## src/rtl/fifo_burst_reader.sv

```systemverilog
// fifo_burst_reader: pops a programmed number of words from a synchronous FIFO
// and presents them on a valid/ready stream. A 2-entry buffer absorbs the FIFO's
// one-cycle read latency, so downstream backpressure never drops or repeats data.
// Optional feature: define FIFO_RD_CHECKSUM_EN to append an XOR checksum beat.
module fifo_burst_reader #(
    parameter int unsigned DATA_W = 8,
    parameter int unsigned LEN_W  = 8
) (
    input  logic              clk,
    input  logic              reset,
    input  logic              start,
    input  logic [LEN_W-1:0]  len,
    output logic              busy,
    output logic              done,
    output logic              fifo_rd_en,
    input  logic [DATA_W-1:0] fifo_dout,
    input  logic              fifo_empty,
    output logic [DATA_W-1:0] m_data,
    output logic              m_valid,
    input  logic              m_ready,
    output logic              m_last
);

    typedef enum logic [2:0] {StIdle, StRead, StDrain, StCsum, StFinish} state_e;

    state_e            state_q, state_d;
    logic [LEN_W-1:0]  pops_left_q;
    logic [LEN_W-1:0]  beats_left_q;
    logic [DATA_W-1:0] buf_q [2];
    logic              wr_ptr_q;
    logic              rd_ptr_q;
    logic [1:0]        count_q;
    logic              inflight_q;
    logic [2:0]        occupancy;
    logic              start_ok;
    logic              data_xfer;
`ifdef FIFO_RD_CHECKSUM_EN
    logic [DATA_W-1:0] csum_q;
`endif

    // Stream outputs, data-beat handshake and the pop decision
    always_comb begin
        start_ok  = (state_q == StIdle) && start;
        data_xfer = (count_q != 2'd0) && m_ready;
`ifdef FIFO_RD_CHECKSUM_EN
        // The checksum beat is driven directly; the buffer is empty by then
        m_valid = (count_q != 2'd0) || (state_q == StCsum);
        m_data  = (state_q == StCsum) ? csum_q : buf_q[rd_ptr_q];
        m_last  = (state_q == StCsum);
`else
        m_valid = (count_q != 2'd0);
        m_data  = buf_q[rd_ptr_q];
        m_last  = (count_q != 2'd0) && (beats_left_q == LEN_W'(1));
`endif
        // Words held or on their way, minus the one leaving this cycle
        occupancy  = {1'b0, count_q} + {2'b00, inflight_q} - {2'b00, data_xfer};
        fifo_rd_en = (state_q == StRead) && !fifo_empty && (pops_left_q != '0) &&
                     (occupancy < 3'd2);
        busy = (state_q == StRead) || (state_q == StDrain) || (state_q == StCsum);
        done = (state_q == StFinish);
    end

    // Next-state logic
    always_comb begin
        state_d = state_q;
        unique case (state_q)
            StIdle: begin
                if (start) begin
                    if (len != '0) begin
                        state_d = StRead;
                    end else begin
`ifdef FIFO_RD_CHECKSUM_EN
                        state_d = StCsum;
`else
                        state_d = StFinish;
`endif
                    end
                end
            end
            StRead: begin
                if (pops_left_q == '0) state_d = StDrain;
            end
            StDrain: begin
                if (data_xfer && (beats_left_q == LEN_W'(1))) begin
`ifdef FIFO_RD_CHECKSUM_EN
                    state_d = StCsum;
`else
                    state_d = StFinish;
`endif
                end
            end
            StCsum: begin
                if (m_ready) state_d = StFinish;
            end
            StFinish: state_d = StIdle;
            default:  state_d = StIdle;
        endcase
    end

    // State register
    always_ff @(posedge clk or negedge reset) begin
        if (!reset) state_q <= StIdle;
        else        state_q <= state_d;
    end

    // Pop and beat countdowns; loaded on an accepted start, never wrap
    always_ff @(posedge clk or negedge reset) begin
        if (!reset) begin
            pops_left_q  <= '0;
            beats_left_q <= '0;
        end else if (start_ok) begin
            pops_left_q  <= len;
            beats_left_q <= len;
        end else begin
            if (fifo_rd_en) pops_left_q <= pops_left_q - LEN_W'(1);
            if (data_xfer && (beats_left_q != '0)) beats_left_q <= beats_left_q - LEN_W'(1);
        end
    end

    // Two-entry output buffer: capture one cycle after each pop, in FIFO order
    always_ff @(posedge clk or negedge reset) begin
        if (!reset) begin
            buf_q[0]   <= '0;
            buf_q[1]   <= '0;
            wr_ptr_q   <= 1'b0;
            rd_ptr_q   <= 1'b0;
            count_q    <= 2'd0;
            inflight_q <= 1'b0;
        end else begin
            inflight_q <= fifo_rd_en;
            if (inflight_q) begin
                buf_q[wr_ptr_q] <= fifo_dout;
                wr_ptr_q        <= ~wr_ptr_q;
            end
            if (data_xfer) rd_ptr_q <= ~rd_ptr_q;
            case ({inflight_q, data_xfer})
                2'b10:   count_q <= count_q + 2'd1;
                2'b01:   count_q <= count_q - 2'd1;
                default: count_q <= count_q;
            endcase
        end
    end

`ifdef FIFO_RD_CHECKSUM_EN
    // Running XOR of every captured data word in the current burst
    always_ff @(posedge clk or negedge reset) begin
        if (!reset)          csum_q <= '0;
        else if (start_ok)   csum_q <= '0;
        else if (inflight_q) csum_q <= csum_q ^ fifo_dout;
    end
`endif

endmodule

```

## config.mk

```make
export PLATFORM = sky130hd
export DESIGN_NAME = fifo_burst_reader
export DESIGN_NICKNAME = d
export VERILOG_FILES = /design/src/rtl/fifo_burst_reader.sv
export SDC_FILE = /design/constraint.sdc
export NUM_CORES = 1
export LEC_CHECK = 0
export ABC_AREA = 1
export BUFFER_PORTS_ARGS = -buffer_cell sky130_fd_sc_hd__clkbuf_2
export CORE_MARGIN = 3
export CORE_UTILIZATION = 57
export DETAILED_ROUTE_END_ITERATION = 7
export PLACE_DENSITY = 0.8
export SKIP_LAST_GASP = 1
export SLEW_MARGIN = 20
export SYNTH_ARGS = -nofsm -noshare
export SYNTH_HDL_FRONTEND = slang
export SYNTH_SLANG_ARGS = --single-unit
export TNS_END_PERCENT = 20
```

## constraint.sdc

```tcl
create_clock -name clk -period 4.05 [get_ports clk]
set_input_delay 1.215 -clock clk [delete_from_list [all_inputs] [get_ports clk]]
set_output_delay 1.215 -clock clk [all_outputs]
set_load 0.02 [all_outputs]
```

* Yosys cells after proc, flatten, opt, wreduce, memory -nomap -nowiden
Cells that the tools add are included.
** Word-level totals
- Memories kept :: 0
- Memory bits (writable) :: 0
- Output and inout port bits :: 13
- Memory bits (read-only) :: 0
- Logic and storage cells :: 73
- Register bits :: 40
- Bits in latches :: 0
- Input port bits :: 21
** Operators by class
- Multiply operators :: 0
- Equal/unequal tests :: 11
- $add $sub $neg :: 6
- Order comparisons :: 4
- Reductions and logical operators :: 22
- Multiplexer cells :: 17
- Shift operators :: 0
- Bitwise logic cells :: 4
- Divide/modulo/power cells :: 0
** Operators with widths (count)
- $mux 8 :: 8
- $reduce_bool 8->1 :: 3
- $bwmux 16 :: 1
- $sub 8x1->8 const B :: 2
- $mux 3 :: 5
- $pmux 3 s4 :: 1
- $logic_and 1x1->1 :: 9
- $demux 8 s1 :: 1
- $eq 8x1->1 const B :: 1
- $logic_not 8->1 :: 1
- $reduce_bool 2->1 :: 4
- $eq 3x2->1 const B :: 2
- $ge 2x2->1 const B :: 2
- $ne 2x1->1 const B :: 2
- $ne 2x2->1 const B :: 2
- $not 1->2 :: 2
- $pmux 2 s2 :: 1
- $reduce_and 4->1 :: 1
- $add 2x1->3 :: 1
- $eq 3x1->1 const B :: 1
- $eq 3x3->1 const B :: 1
- $logic_not 3->1 :: 1
- $lt 3x2->1 const B :: 1
- $sub 3x1->3 :: 1
- 8 further kinds :: 10

* Logic depth before layout (Yosys ltp)
- Word-level depth :: 7
- Depth in mapped cells :: 16
- Gate-level depth less buffers :: 16

* Worst setup path after synthesis
Ideal clock, no wire load.
- Path type :: in2out
- From :: in m_ready
- To :: out fifo_rd_en
- Stages :: 8
- Buffers on the path :: 0
- Data required time :: 2.835 ns
- Slack :: 0.390 ns
- Arrival :: 2.445 ns
- Cells stage by stage :: nand2_2 -> inv_2 -> nand2_1 -> nand2_1 -> nand2_1 -> fa_1 -> nand3_1 -> nor2_4
** On the way
- Word-level cells in the longest chain between the ends :: 4
** Ends and longest elaborated chain
- from (decl) :: line 20 : input logic m_ready,
- $logic_and 1x1->1 :: line 44 : data_xfer = (count_q != 2'd0) && m_ready;
- $sub 3x1->3 :: line 56 : occupancy = {1'b0, count_q} + {2'b00, inflight_q} - {2'b00, data_xfer};
- $lt 3x2->1 :: line 58 : (occupancy < 3'd2);
- $logic_and 1x1->1 :: line 57 : fifo_rd_en = (state_q == StRead) && !fifo_empty && (pops_left_q != '0) &&
- to (decl) :: line 15 : output logic fifo_rd_en,
No other way between the ends.

* Final worst setup path
Ends and elaborated chain as after synthesis.

==> metrics.md <==
| Metric | Value |
|---|---|
| Status | finished, final reports clean |
| Unrepaired setup endpoints after global routing | false |
| DR iter-0 viols | 74 |
| Share of the synthesized area in the top cell type | 42.5% |
| FF-to-FF setup slack | 1.73 ns |
| Largest cells by area after synthesis | dfrtp_1 (42%), nand2_1 (19%), nand3_1 (7.9%) |
| Placer Congestion | 0.898 |
| Fin Clk Skew | 0.0109 ns |
| Commonest non-fill, non-tap cell in the layout | nand2_1 |
| Pin count of the biggest net entering global routing | 41 |
| Syn Inst Count | 326 |
| Remaining DRCs | 0 |
| Clock slew at reported path FFs | 0.08 ns |
| Sequential element share of the synthesized area | 42.5% |
| Setup CP Type | input pin to output pin |
| Maximum buffer depth of the clock tree | 2 |
| # port buffers | 33 |
| Critical path's most frequent cell | nand2_1 |
| WL/cell | 12.2 microns |
| Syn Nets | 352 |
| Die Span X | 70.3 microns |
| CP max stage cell | fa_1 |
| Final ANT Viol Nets | 0 |
| Sink Count | 40 |
| Final Max Tran Viols | 0 |
| Peak VDD IR | 369 uV |
| Largest delay share family, worst path | simple AND/OR/NAND/NOR gates |
| Startpoint Class | input pin |
| Crit-path max cell delay | 0.49 ns |
| Worst-Skew Late Latency | 0.30 ns |
| Final hold vios | 0 |
| Core ar. | 0.00383 sq mm |
| Crit path required time | 2.83 ns |
| DIE AREA | 0.00494 sq mm |
| Synth Warn # | 0 |
| CTS hold repair buffers | 0 |
| Router iterations before antenna repair | 4 |
| Nets | 387 |
| Pwr Density | 847 mW/mm^2 |
| Crit path time final | 3.93 ns |
| Vias in the first global route | 1913 |
| Top sig layer | met4 |
| Final cell count without fillers | 410 |
| CTS tree | yes |
| Crit path DAT | 2.72 ns |
| Met3 routed WL | 224 microns |
| Global-route usage over all layers | 21.5% |
| Average size of a mapped cell | 7.23 sq um |
| Die Span Y | 70.3 microns |
| Leakage | 1.48 nW |
| # setup viols final | 0 |
| Aggregate global routing overflow | 0 |
| ANT cells | 0 |
| H-Tree Level Count | 2 |
| Worst Max-Slew Pin Slew | 0.881 ns |
| First-pass GRT wire length | 8610 microns |
| Post-synth top area cell | dfrtp_1 |
| Worst Hold Class | register to register |
| CP cell instances | clkbuf_2 > nand2_2 > inv_2 > nand2_1 > nand2_1 > nand2_1 > fa_1 > nand3_1 > nor2_4 > clkbuf_2 |
| CP Max Fanout | 4 |
| CTS resizes | 0 |
| Via Count | 2098 |
| Initial antenna violation count | 0 |
| Boundary Pins | 34 |
| Commonest cells after routing, fill and taps aside | nand2_1 (119), dfrtp_1 (40), nand3_1 (37) |
| Crit end category | output pin |
| CP bufs+invs | 3 |
| Post-Syn Area | 0.00236 sq mm |
| Post-CTS setup buffers | 0 |
| Distinct cell type count after synthesis | 26 |
| Root buf cell | clkbuf_8 |
| Post-DP HPWL | 3740 microns |
| Area grow syn2layout | 13.2% |
| Total CTS buffers | 5 |
| Max cap viols | 0 |
| Met2 WL | 2260 microns |
| DP Cell Count | 402 |
| # rows | 22 |
| Achievable Freq | 0.254 GHz |
| Setup tns final | 0 ns |
| Fill count | 317 |
| Final period utilization | 97.1% |
| Mean number of vias per cell | 5.12 |
| Synthesis-stage register bit count | 40 |
| Ratio of cells with drive above 1 in the final layout | 16.9% |
| Total wire length | 5000 microns |
| Starting Density | 61.6% |
| Max-slew headroom | 41.3% |
| Met1 wire length | 2390 microns |
==> kinds of logic (layout without fill, tap and decap cells) <==
| group | Yosys count | in the layout | share of synthesized area (%) |
|---|---|---|---|
| xor gates and xnor gates | 7 | 7 | 2.60 |
| DFF | 40 | 40 | 42.5 |
| AOI/OAI and AO/OA | 26 | 26 | 5.52 |
| and+or+nand+nor | 202 | 202 | 38.1 |
| adders and majority gates | 5 | 5 | 2.97 |
| buffers and inverters | 46 | 82 | 8.39 |
==> layer usage <==
metal	up-vias	global-route usage (%)
met3	10	4.60
met2	39	33.0
li1	1082	-
met1	967	30.2
met4	0	7.23
met5	-	0
==> worst register-to-register path: stages, from the launching register on <==
cell and delay, ns:
dfrtp_1 0.42, inv_1 0.10, nand2_2 0.10, nand2_2 0.07, inv_2 0.10, nand2_1 0.09, nand2_1 0.10, nand2_1 0.07
fa_1 0.49, nand3_1 0.16, inv_1 0.11, nand3_2 0.19, nand3_1 0.13, nand3_1 0.07
==> sequential cells by signal (all words and copies together), names as in the netlist <==
| signal | count |
|---|---|
| buf_q | 16 |
| beats_left_q | 8 |
| pops_left_q | 8 |
| state_q | 3 |
| count_q | 2 |
| inflight_q | 1 |
| rd_ptr_q | 1 |
| wr_ptr_q | 1 |
==> layout make-up <==
type                            count  area [sq um]  area share (%)
Multi-Input combinational cell    240          1160            43.4
Sequential cell                    40          1000            37.5
Timing Repair Buffer               34           173            6.47
Inverter                           40           150            5.63
Clock buffer                        7          96.3            3.61
Tap cell                           48          60.1            2.25
Clock inverter                      1          30.0            1.13
==> per-stage QoR <==
step	setup slack [ns]	power [W]	util, %	cell area (sq um)	hold WS, ns
floorplan	0.390	0.00163	-	2360	0.453
global placement	0.161	0.00186	66.4	2540	0.466
detailed placement	0.114	0.00190	66.4	2540	0.474
CTS	0.113	0.00227	69.8	2670	0.494
global route	0.00381	0.00247	69.8	2670	0.527
finish	0.117	0.00226	69.8	2670	0.492
==> report_power, final <==
group	leakage (nW)	total, W	switching [W]	internal [W]
clock network	0.0645	0.000366	0.000148	0.000218
registers	0.478	0.000754	0.000160	0.000594
logic	0.939	0.00114	0.000743	0.000398
total	1.48	0.00226	0.00105	0.00121
==> worst paths after layout <==
check / startpoint / endpoint / cells past startpoint
max: m_ready / fifo_rd_en / 10
min: buf_q[6] / buf_q[6] / 2
max reg2reg: count_q[1] / pops_left_q[4] / 13
min reg2reg: buf_q[6] / buf_q[6] / 2
max in group asynchronous: reset / beats_left_q[5] / 1
min in group asynchronous: reset / buf_q[13] / 1
==> Yosys cell counts <==
cell        n
buf_6       3
nor2_8      1
o21ai_1     2
ha_1        4
nand2_4     2
and3_1      1
nor3b_1     1
buf_2       2
nand2_2     4
nor2_4      2
dfrtp_1    40
o21ai_0    23
nor2_2      3
clkinv_1    1
xor2_1      7
inv_1      35
nand3_2     3
fa_1        1
nor3_1      1
nor2_1     27
nand2_1   119
inv_2       4
a21oi_1     1
nand3_1    37
clkbuf_1    1
or2_1       1
Power figures use the tool's default switching activity.
